### config.mk
export PLATFORM = sky130hd
export DESIGN_NAME = dm_arbiter_flat
export DESIGN_NICKNAME = d
export VERILOG_FILES = /design/src/rtl/dm_arbiter_if.sv /design/src/rtl/dm_arbiter.sv /design/src/flat_wrapper.sv
export SDC_FILE = /design/constraint.sdc
export NUM_CORES = 1
export LEC_CHECK = 0
export BUFFER_PORTS_ARGS = -buffer_cell sky130_fd_sc_hd__buf_2
export CAP_MARGIN = 10
export CORE_MARGIN = 3
export CORE_UTILIZATION = 50
export CTS_CLUSTER_SIZE = 12
export DETAILED_ROUTE_END_ITERATION = 8
export PLACE_DENSITY = 0.87
export SETUP_SLACK_MARGIN = 0.05
export SYNTH_ARGS = -nofsm -noshare
export SYNTH_HDL_FRONTEND = slang
export SYNTH_SLANG_ARGS = --single-unit
### constraint.sdc
create_clock -name clk -period 5.3 [get_ports clk]
set_input_delay 0.53 -clock clk [delete_from_list [all_inputs] [get_ports clk]]
set_output_delay 0.53 -clock clk [all_outputs]
set_load 0.02 [all_outputs]
### src/rtl/dm_arbiter_if.sv
// Bus bundle between the two data-memory requesters, dm_arbiter and data_memory.
// The slave modport is the arbiter's view; master is the environment's view
// (requesters plus the memory's read data).
interface dm_arbiter_if #(
    parameter int unsigned ADDR_W = 8,
    parameter int unsigned DATA_W = 8
);
    // Port 0 (CPU data port)
    logic              req0;
    logic              we0;
    logic [ADDR_W-1:0] addr0;
    logic [DATA_W-1:0] wdata0;
    logic              ack0;
    logic [DATA_W-1:0] rdata0;
    // Port 1 (auxiliary master)
    logic              req1;
    logic              we1;
    logic [ADDR_W-1:0] addr1;
    logic [DATA_W-1:0] wdata1;
    logic              ack1;
    logic [DATA_W-1:0] rdata1;
    // Memory side
    logic [ADDR_W-1:0] mem_addr;
    logic [DATA_W-1:0] mem_wdata;
    logic              mem_we;
    logic [DATA_W-1:0] mem_rdata;
    // Status
    logic              busy;

    modport slave (
        input  req0, we0, addr0, wdata0,
        input  req1, we1, addr1, wdata1,
        input  mem_rdata,
        output ack0, rdata0, ack1, rdata1,
        output mem_addr, mem_wdata, mem_we, busy
    );

    modport master (
        output req0, we0, addr0, wdata0,
        output req1, we1, addr1, wdata1,
        output mem_rdata,
        input  ack0, rdata0, ack1, rdata1,
        input  mem_addr, mem_wdata, mem_we, busy
    );
endinterface

### src/rtl/dm_arbiter.sv
// Two-port arbiter in front of the single-port data memory.
// Each access is one grant cycle, WAIT_STATES extra SERVE cycles, then a
// one-cycle DONE with the ack pulse and registered read data.
// Optional macro DM_ARB_ROUND_ROBIN_EN: on a tie the port that was not served
// last wins; otherwise port 0 always wins a tie.
module dm_arbiter #(
    parameter int unsigned ADDR_W      = 8,
    parameter int unsigned DATA_W      = 8,
    parameter int unsigned WAIT_STATES = 0
) (
    input logic         clk,
    input logic         rst,
    dm_arbiter_if.slave bus
);

    localparam logic [3:0] WaitInit = 4'(WAIT_STATES);

    typedef enum logic [1:0] {StIdle, StServe, StDone} state_e;

    state_e            state_q, state_d;
    logic              winner_q, winner_d;
    logic              lat_we_q, lat_we_d;
    logic [ADDR_W-1:0] addr_q, addr_d;
    logic [DATA_W-1:0] wdata_q, wdata_d;
    logic              mem_we_q, mem_we_d;
    logic [3:0]        cnt_q, cnt_d;
    logic              last_q, last_d;
    logic              ack0_q, ack0_d;
    logic              ack1_q, ack1_d;
    logic [DATA_W-1:0] rdata0_q, rdata0_d;
    logic [DATA_W-1:0] rdata1_q, rdata1_d;

    logic elig0, elig1, pick1;

    // A request seen during its own ack cycle is not eligible.
    assign elig0 = bus.req0 & ~ack0_q;
    assign elig1 = bus.req1 & ~ack1_q;

    // Winner selection among eligible requesters (1 = port 1).
`ifdef DM_ARB_ROUND_ROBIN_EN
    assign pick1 = elig1 & (~elig0 | ~last_q);
`else
    assign pick1 = elig1 & ~elig0;
`endif

    // Next-state, memory-side latching and ack generation.
    always_comb begin
        state_d  = state_q;
        winner_d = winner_q;
        lat_we_d = lat_we_q;
        addr_d   = addr_q;
        wdata_d  = wdata_q;
        mem_we_d = 1'b0;
        cnt_d    = cnt_q;
        last_d   = last_q;
        ack0_d   = 1'b0;
        ack1_d   = 1'b0;
        rdata0_d = rdata0_q;
        rdata1_d = rdata1_q;

        case (state_q)
            StIdle: begin
                if (elig0 | elig1) begin
                    winner_d = pick1;
                    lat_we_d = pick1 ? bus.we1    : bus.we0;
                    addr_d   = pick1 ? bus.addr1  : bus.addr0;
                    wdata_d  = pick1 ? bus.wdata1 : bus.wdata0;
                    mem_we_d = lat_we_d;
                    cnt_d    = WaitInit;
                    state_d  = StServe;
                end
            end
            StServe: begin
                if (cnt_q != 4'd0) begin
                    // Write stays asserted; address/data are stable, so repeats are harmless.
                    mem_we_d = lat_we_q;
                    cnt_d    = cnt_q - 4'd1;
                end else begin
                    if (!lat_we_q) begin
                        if (winner_q) rdata1_d = bus.mem_rdata;
                        else          rdata0_d = bus.mem_rdata;
                    end
                    ack0_d  = ~winner_q;
                    ack1_d  = winner_q;
                    last_d  = winner_q;
                    state_d = StDone;
                end
            end
            StDone: begin
                state_d = StIdle;
            end
            default: begin
                state_d = StIdle;
            end
        endcase
    end

    // State and output registers; reset aborts any access in flight.
    always_ff @(posedge clk or negedge rst) begin
        if (!rst) begin
            state_q  <= StIdle;
            winner_q <= 1'b0;
            lat_we_q <= 1'b0;
            addr_q   <= '0;
            wdata_q  <= '0;
            mem_we_q <= 1'b0;
            cnt_q    <= 4'd0;
            last_q   <= 1'b1;
            ack0_q   <= 1'b0;
            ack1_q   <= 1'b0;
            rdata0_q <= '0;
            rdata1_q <= '0;
        end else begin
            state_q  <= state_d;
            winner_q <= winner_d;
            lat_we_q <= lat_we_d;
            addr_q   <= addr_d;
            wdata_q  <= wdata_d;
            mem_we_q <= mem_we_d;
            cnt_q    <= cnt_d;
            last_q   <= last_d;
            ack0_q   <= ack0_d;
            ack1_q   <= ack1_d;
            rdata0_q <= rdata0_d;
            rdata1_q <= rdata1_d;
        end
    end

    assign bus.mem_addr  = addr_q;
    assign bus.mem_wdata = wdata_q;
    assign bus.mem_we    = mem_we_q;
    assign bus.ack0      = ack0_q;
    assign bus.ack1      = ack1_q;
    assign bus.rdata0    = rdata0_q;
    assign bus.rdata1    = rdata1_q;
    assign bus.busy      = (state_q != StIdle);

endmodule

### src/flat_wrapper.sv
// flat-port wrapper written by rule: the top's interface ports become plain ports
module dm_arbiter_flat 
#(
    parameter int unsigned ADDR_W      = 8,
    parameter int unsigned DATA_W      = 8,
    parameter int unsigned WAIT_STATES = 0
)
  (clk, rst, bus_req0, bus_we0, bus_addr0, bus_wdata0, bus_req1, bus_we1, bus_addr1, bus_wdata1, bus_mem_rdata, bus_ack0, bus_rdata0, bus_ack1, bus_rdata1, bus_mem_addr, bus_mem_wdata, bus_mem_we, bus_busy);
  dm_arbiter_if #(.ADDR_W(ADDR_W), .DATA_W(DATA_W)) bus_i ();
  input logic clk;
  input logic rst;
  input wire logic [$bits(bus_i.req0)-1:0] bus_req0;
  input wire logic [$bits(bus_i.we0)-1:0] bus_we0;
  input wire logic [$bits(bus_i.addr0)-1:0] bus_addr0;
  input wire logic [$bits(bus_i.wdata0)-1:0] bus_wdata0;
  input wire logic [$bits(bus_i.req1)-1:0] bus_req1;
  input wire logic [$bits(bus_i.we1)-1:0] bus_we1;
  input wire logic [$bits(bus_i.addr1)-1:0] bus_addr1;
  input wire logic [$bits(bus_i.wdata1)-1:0] bus_wdata1;
  input wire logic [$bits(bus_i.mem_rdata)-1:0] bus_mem_rdata;
  output wire logic [$bits(bus_i.ack0)-1:0] bus_ack0;
  output wire logic [$bits(bus_i.rdata0)-1:0] bus_rdata0;
  output wire logic [$bits(bus_i.ack1)-1:0] bus_ack1;
  output wire logic [$bits(bus_i.rdata1)-1:0] bus_rdata1;
  output wire logic [$bits(bus_i.mem_addr)-1:0] bus_mem_addr;
  output wire logic [$bits(bus_i.mem_wdata)-1:0] bus_mem_wdata;
  output wire logic [$bits(bus_i.mem_we)-1:0] bus_mem_we;
  output wire logic [$bits(bus_i.busy)-1:0] bus_busy;
  assign bus_i.req0 = bus_req0;
  assign bus_i.we0 = bus_we0;
  assign bus_i.addr0 = bus_addr0;
  assign bus_i.wdata0 = bus_wdata0;
  assign bus_i.req1 = bus_req1;
  assign bus_i.we1 = bus_we1;
  assign bus_i.addr1 = bus_addr1;
  assign bus_i.wdata1 = bus_wdata1;
  assign bus_i.mem_rdata = bus_mem_rdata;
  assign bus_ack0 = bus_i.ack0;
  assign bus_rdata0 = bus_i.rdata0;
  assign bus_ack1 = bus_i.ack1;
  assign bus_rdata1 = bus_i.rdata1;
  assign bus_mem_addr = bus_i.mem_addr;
  assign bus_mem_wdata = bus_i.mem_wdata;
  assign bus_mem_we = bus_i.mem_we;
  assign bus_busy = bus_i.busy;
  dm_arbiter #(.ADDR_W(ADDR_W), .DATA_W(DATA_W), .WAIT_STATES(WAIT_STATES)) u_core (.clk(clk), .rst(rst), .bus(bus_i));
endmodule
==> results.txt, run 1 <==
----------------------------------------------------
[Run status]
  Status ... finished clean

[Clock network]
  Number of H-tree levels ... 2
  Clock sinks ... 43
  Clock tree from TritonCTS ... built
  Clock Pin Slew Worst Setup and Hold Paths ... 0.07 ns
  Gates resized, CTS repair ... 0
  Count of hold-fix buffers inserted at cts ... 0
  Clock tree buffer depth ... 2
  Number of post-CTS setup repair buffers ... 0
  Clk_lat worst skew ... 0.28 ns
  Root Buffer ... clkbuf_8
  Total clock buffers created by CTS ... 5

[Synthesis]
  Main flop type after synthesis ... dfrtp_1
  Number of standard cells after synthesis ... 151
  Netlist Area Pre-Place ... 1851 um2
  Number of warnings issued by yosys ... 0
  Async set or reset register ratio after synthesis ... 100.0%
  Number of enable-type register cells in the synthesized netlist ... 0
  Cell taking the most area after synthesis ... dfrtp_1
  Most frequent cell after synthesis ... dfrtp_1
  Syn nets ... 199
  Leading post-synthesis cells by cell area ... dfrtp_1 58%, mux2i_1 9.2%, mux2_4 6.5%, o21ai_0 5.1%, mux2_2 4.9%
  Seq/Total Area, Yosys ... 58.15%
  Commonest cells in the netlist ... 43 x dfrtp_1, 22 x nand2_1, 19 x o21ai_0, 17 x mux2i_1
  Synth cell types ... 26
  Mean Syn Cell Area ... 12.26 um2
  Synth Register Bits ... 43
  Share of the synthesized area in the top cell type ... 58.15%

[Floorplanning]
  I/O pins ... 82
  Horizontal die dimension ... 66.84 um
  Rows ... 21
  Full die area ... 4467 um2
  Die H ... 66.84 um
  Starting utilization of the core area ... 53.76%
  Std-Cell Core Area ... 3442 um2

[Placed design]
  Placed wire-length estimate after detailed placement ... 2883 um
  Routability Congestion ... 0.7348
  Total of buffers placed on input and output ports ... 81

[Route]
  Total routed wirelength ... 3748 um
  Remaining DRCs ... 0
  Number of vias in the routed layout ... 1407
  First DRT Iteration DRCs ... 56
  Met2 wire len ... 1688 um
  Wire length on met1 ... 1593 um
  Antenna violation net count after detailed routing ... 0
  Post-detailed-route wirelength per cell ... 13.43 um
  First-pass detailed-route iteration total ... 4
  Met3 wire length ... 399 um
  Top layer reached by signal wires ... met4
  Vias per cell ... 5.043

[Timing]
  Worst slew margin relative to its limit ... 31.62%
  Actual slew at the worst max-slew pin ... 1.026 ns
  Hold slack final ... 0.3712 ns
  Clock skew after layout ... 0.002431 ns
  Setup violations, final ... 0
  Max-slew violations ... 0
  Setup TNS ... 0 ns
  Count of final hold-check violations ... 0
  Max Clock Freq ... 0.5058 GHz
  RSZ-0062 raised after global routing ... no
  Post-route fraction of the period consumed by the critical path ... 37.30%
  Final min period ... 1.977 ns

[Finish]
  Nets@finish ... 280
  Layout cells sized above 1 ... 46.78%
  Layout Area Growth over Synthesis ... 28.33%
  Ant diodes ... 0

[Critical path]
  Category of the most critical setup path ... reg -> reg
  Arrival time reported for the critical path endpoint ... 2.15 ns
  Critical path required time ... 5.47 ns
  Highest fanout seen on the critical path ... 8
  Worst R2R Setup Slack ... 3.32 ns
  Type of element launching the critical path ... flop
  Crit path capture type ... flop

[Global routing]
  Wire length of the first global-routing pass ... 5865 um
  Vias in the first global route ... 1309
  Overall Global Routing Usage ... 17.98%
  Initial antenna violation count ... 0
  GRT Residual Overflow ... 0
  Maximum number of pins on one net before global-route repair ... 44

[Power]
  Highest ir drop seen on vdd ... 0.0002678 V
  Total power per unit cell area ... 595.8 nW/um2
  Leakage power figure ... 1.310 nW

[Run]
  Max Cap Violations ... 0

[Worst hold path]
  Min-delay worst type ... in -> async

----------------------------------------------------
-- state kept, by name (all words and copies together), names as in the netlist --
| signal | count |
|---|---|
| u_core.bus.ack0 | 1 |
| u_core.bus.ack1 | 1 |
| u_core.bus.mem_addr | 8 |
| u_core.bus.mem_wdata | 8 |
| u_core.bus.mem_we | 1 |
| u_core.bus.rdata0 | 8 |
| u_core.bus.rdata1 | 8 |
| u_core.cnt_q | 4 |
| u_core.lat_we_q | 1 |
| u_core.state_q | 2 |
| u_core.winner_q | 1 |
-- worst paths after layout --
path                                               from                 endpoint  cells past startpoint
worst max-delay path                    u_core.cnt_q[0]     u_core.bus.rdata0[5]                      6
worst max register to register          u_core.cnt_q[0]     u_core.bus.rdata0[5]                      6
worst min register to register  u_core.bus.mem_wdata[7]  u_core.bus.mem_wdata[7]                      2
worst min-delay path                                rst     u_core.bus.rdata0[3]                      1
min in group clk                u_core.bus.mem_wdata[7]  u_core.bus.mem_wdata[7]                      2
max in group asynchronous                           rst     u_core.bus.rdata0[7]                      1
-- routing by layer --
metal,vias up,global-route usage (%)
met4,0,8.376
met3,5,5.902
li1,681,-
met1,653,22.44
met5,-,0
met2,68,28.09
-- worst max-delay path, stage by stage, from the launching register on --
cell and delay [ns]:
dfrtp_1 0.41, inv_1 0.09, ha_1 0.16, nor3b_2 0.18, nand2_1 0.10, or3_1 0.55
mux2_4 0.38
-- cell usage in the layout, fill, tap and decap left out, drive strengths merged --
cell    count
a21o        1
and2b       1
and3        1
buf        81
clkbuf      8
dfrtp      43
ha          2
inv         4
mux2       16
mux2i      17
nand2      22
nand2b      3
nand3       5
nor2        1
nor3        1
nor3b       1
o21ai      20
o22ai       3
or2         1
or3         1
or3b        1
-- metrics by stage --
step           setup WS, ns  power (mW)  std cells  utilization (%)  cell area [um2]
5_1_grt               3.162       1.512        279            68.99             2375
2_1_floorplan         3.589      0.9988        151                -             1851
4_1_cts               3.284       1.430        279            68.99             2375
3_5_place_dp          3.169       1.210        271            66.09             2275
3_3_place_gp          3.253       1.187        271            66.09             2275
6_report              3.323       1.415        279            68.99             2375
-- where the power goes --
group / total [mW] / switching [mW] / internal, mW
sequential: 0.554 / 0.0777 / 0.477
combinational: 0.641 / 0.383 / 0.258
clock: 0.220 / 0.101 / 0.119
-- cell type report --
cell class,count,area [um2]
Inverter,4,15.01
Timing Repair Buffer,81,405.4
Clock buffer,8,100.1
Multi-Input combinational cell,97,720.7
Fill cell,273,1067
Tap cell,46,57.56
Sequential cell,43,1076
-- kinds of logic (layout without fill, tap and decap cells) --
| kind of cell | after synthesis | count (layout) | share of synthesized area (%) |
|---|---|---|---|
| AO/OA/AOI/OAI | 24 | 24 | 6.829 |
| adder cells (fa/ha/maj) | 2 | 2 | 1.352 |
| buffers and inverters | 11 | 93 | 2.907 |
| flip-flops | 43 | 43 | 58.15 |
| multiplexers | 33 | 33 | 20.55 |
| AND/OR/NAND/NOR | 38 | 38 | 10.21 |
Note: power is estimated with default switching activity, not from simulation.
==> run 2, diff against run 1 <==
--- a/config.mk
+++ b/config.mk
@@ -8,10 +8,10 @@
 export BUFFER_PORTS_ARGS = -buffer_cell sky130_fd_sc_hd__buf_2
 export CAP_MARGIN = 10
 export CORE_MARGIN = 3
-export CORE_UTILIZATION = 50
+export CORE_UTILIZATION = 46
 export CTS_CLUSTER_SIZE = 12
 export DETAILED_ROUTE_END_ITERATION = 8
-export PLACE_DENSITY = 0.87
+export PLACE_DENSITY = 0.81
 export SETUP_SLACK_MARGIN = 0.05
 export SYNTH_ARGS = -nofsm -noshare
 export SYNTH_HDL_FRONTEND = slang
==> constraint.sdc (replaced) <==
create_clock -name clk -period 1.85 [get_ports clk]
set_input_delay 0.185 -clock clk [delete_from_list [all_inputs] [get_ports clk]]
set_output_delay 0.185 -clock clk [all_outputs]
set_load 0.02 [all_outputs]
==> results.txt, run 2 (synthesis results as in run 1) <==
----------------------------------------------------
[Placed design]
  Total of buffers placed on input and output ports ... 81 (unchanged)
  Post-placement cell count ... 279 (was 271)
  Placed wire-length estimate after detailed placement ... 2941 um (was 2883 um)
  Minimum setup slack after placement ... -0.1148 ns (was 3.169 ns)
  Routability Congestion ... 0.7145 (was 0.7348)
  Instance area at placement ... 2335 um2 (was 2275 um2)

[Power]
  Internal power ... 2.450 mW (was 0.8531 mW)
  Switching share of power ... 39.87% (was 39.70%)
  Highest ir drop seen on vdd ... 0.0007891 V (was 0.0002678 V)
  Clock Power Share ... 14.3% (was 15.5%)
  Register share of total power ... 38.8% (was 39.2%)
  Total power per unit cell area ... 1633 nW/um2 (was 595.8 nW/um2)
  Comb pwr share ... 46.9% (was 45.3%)
  Leakage power figure ... 1.375 nW (was 1.310 nW)
  Switching Power ... 1.625 mW (was 0.5617 mW)
  Design Power ... 4.075 mW (was 1.415 mW)

[Clock network]
  Clk_lat worst skew ... 0.29 ns (was 0.28 ns)
  Number of H-tree levels ... 2 (unchanged)
  Root Buffer ... clkbuf_8 (unchanged)
  Clock sinks ... 43 (unchanged)
  Clock Pin Slew Worst Setup and Hold Paths ... 0.08 ns (was 0.07 ns)
  Total clock buffers created by CTS ... 5 (unchanged)
  Clock tree buffer depth ... 2 (unchanged)
  Clock tree from TritonCTS ... built (unchanged)

[Floorplanning]
  Die H ... 69.43 um (was 66.84 um)
  I/O pins ... 82 (unchanged)
  Rows ... 22 (was 21)
  Std-Cell Core Area ... 3771 um2 (was 3442 um2)
  Full die area ... 4820 um2 (was 4467 um2)
  Starting utilization of the core area ... 49.07% (was 53.76%)
  Horizontal die dimension ... 69.43 um (was 66.84 um)

[Timing]
  RSZ-0062 raised after global routing ... yes (was no)
  Max-slew violations ... 0 (unchanged)
  Count of final hold-check violations ... 0 (unchanged)
  PnR worst setup slack ... 0.1010 ns (was 3.323 ns)
  Setup TNS ... 0 ns (unchanged)
  Setup violations, final ... 0 (unchanged)
  Actual slew at the worst max-slew pin ... 0.2788 ns (was 1.026 ns)
  Clock skew after layout ... 0.007162 ns (was 0.002431 ns)
  Hold slack final ... 0.1438 ns (was 0.3712 ns)
  Final min period ... 1.749 ns (was 1.977 ns)
  Worst slew margin relative to its limit ... 81.41% (was 31.62%)
  Post-route fraction of the period consumed by the critical path ... 94.54% (was 37.30%)
  Max Clock Freq ... 0.5718 GHz (was 0.5058 GHz)

[Global routing]
  Overall Global Routing Usage ... 16.61% (was 17.98%)
  Wire length of the first global-routing pass ... 6396 um (was 5865 um)
  Vias in the first global route ... 1425 (was 1309)
  Initial antenna violation count ... 0 (unchanged)
  Maximum number of pins on one net before global-route repair ... 24 (was 44)
  GRT Residual Overflow ... 0 (unchanged)

[Critical path]
  Crit path capture type ... flop (unchanged)
  Worst path max stage delay ... 0.43 ns (was 0.55 ns)
  Logic depth of the worst register-to-register path ... 6 (unchanged)
  Startpoint of the most critical register-to-register path ... u_core.cnt_q[1] (was u_core.cnt_q[0])
  Critical-path cell with the highest stage delay ... or3_4 (was or3_1)
  Arrival time reported for the critical path endpoint ... 1.92 ns (was 2.15 ns)
  Type of element launching the critical path ... flop (unchanged)
  Highest fanout seen on the critical path ... 8 (unchanged)
  Critical path required time ... 2.02 ns (was 5.47 ns)
  Worst R2R Setup Slack ... 0.10 ns (was 3.32 ns)
  Ordered list of cells on the worst path ... inv_2 -> ha_4 -> nor3b_4 -> nand2_2 -> or3_4 -> mux2_4 (was inv_1 -> ha_1 -> nor3b_2 -> nand2_1 -> or3_1 -> mux2_4)
  Category of the most critical setup path ... reg -> reg (unchanged)
  Capture instance of the worst register-to-register path ... u_core.bus.rdata0[1] (was u_core.bus.rdata0[5])

[Finish]
  Most common cell after layout, fill and taps aside ... buf_2 (unchanged)
  Final Core Density ... 66.19% (was 68.99%)
  Post-Layout Cell Count ... 292 (was 279)
  Fin area ... 2496 um2 (was 2375 um2)
  Most used cells in the layout excluding fill and tap cells ... 81 x buf_2, 43 x dfrtp_1, 21 x nand2_1 (was 81 x buf_2, 43 x dfrtp_1, 22 x nand2_1)
  Nets@finish ... 292 (was 280)
  Layout cells sized above 1 ... 51.23% (was 46.78%)
  Ant diodes ... 0 (unchanged)
  Layout Area Growth over Synthesis ... 34.89% (was 28.33%)

[Run]
  Max Cap Violations ... 0 (unchanged)

[Worst hold path]
  Startpoint of the most critical hold path ... bus_mem_rdata[0]
  Worst Hold Depth ... 2
  Min-delay worst type ... in -> reg (was in -> async)
  Worst Hold Endpoint ... u_core.bus.rdata0[0]

[Route]
  Remaining DRCs ... 0 (unchanged)
  Antenna violation net count after detailed routing ... 0 (unchanged)
  Post-detailed-route wirelength per cell ... 13.44 um (was 13.43 um)
  First DRT Iteration DRCs ... 64 (was 56)
  Vias per cell ... 4.812 (was 5.043)
  First-pass detailed-route iteration total ... 4 (unchanged)
  Number of vias in the routed layout ... 1405 (was 1407)
  Total routed wirelength ... 3925 um (was 3748 um)

[Run status]
  Status ... finished clean (unchanged)

----------------------------------------------------
run 2: critical path: cells and delay by family, from the launching register on:
family | cells | cell delay [ns]
fa+ha+maj | 1 | 0.13
buf+inv | 1 | 0.09
simple gates | 3 | 0.70
flops | 1 | 0.39
mux | 1 | 0.33
run 2: final cells by class:
type / instances / area (um2)
multi-input combinational: 97 / 747.0
inverter: 4 / 15.01
clock inverter: 1 / 5.005
clock buffer: 6 / 82.58
timing repair buffer: 93 / 510.5
fill: 291 / 1275
tap: 48 / 60.06
sequential: 43 / 1076
run 2: metal layers:
layer  up-vias  share of wire (%)  GRT usage, %
li1        702                  -             -
met1       632                 45         21.42
met2        67                 45         26.27
met3         4                8.9         5.362
met4         0                1.2         5.857
met5         -                  0             0
run 2: power by group through the flow:
stage	logic, mW	registers (mW)	clock network, mW
finish	1.91	1.58	0.582
global route	2.07	1.64	0.642
CTS	1.94	1.58	0.602
detailed placement	1.94	1.58	0
global placement	1.87	1.59	0
floorplan	0.808	2.05	0
run 2: how the worst max path moves through the flow:
stage                         start              endpoint
global route        u_core.cnt_q[0]  u_core.bus.rdata0[5]
global placement    u_core.cnt_q[1]  u_core.bus.rdata0[0]
CTS                 u_core.cnt_q[0]  u_core.bus.rdata0[5]
floorplan           u_core.cnt_q[0]  u_core.bus.rdata0[0]
finish              u_core.cnt_q[1]  u_core.bus.rdata0[1]
detailed placement  u_core.cnt_q[0]  u_core.bus.rdata0[0]
run 2: timing repair:
action                                  4_1_cts  5_1_grt
setup buffers                                 3        2
endpoints found under the setup margin        8       16
hold buffers                                  1        0
pin swaps                                     2        3
endpoints found under the hold margin        43        0
resized for setup                             5        2
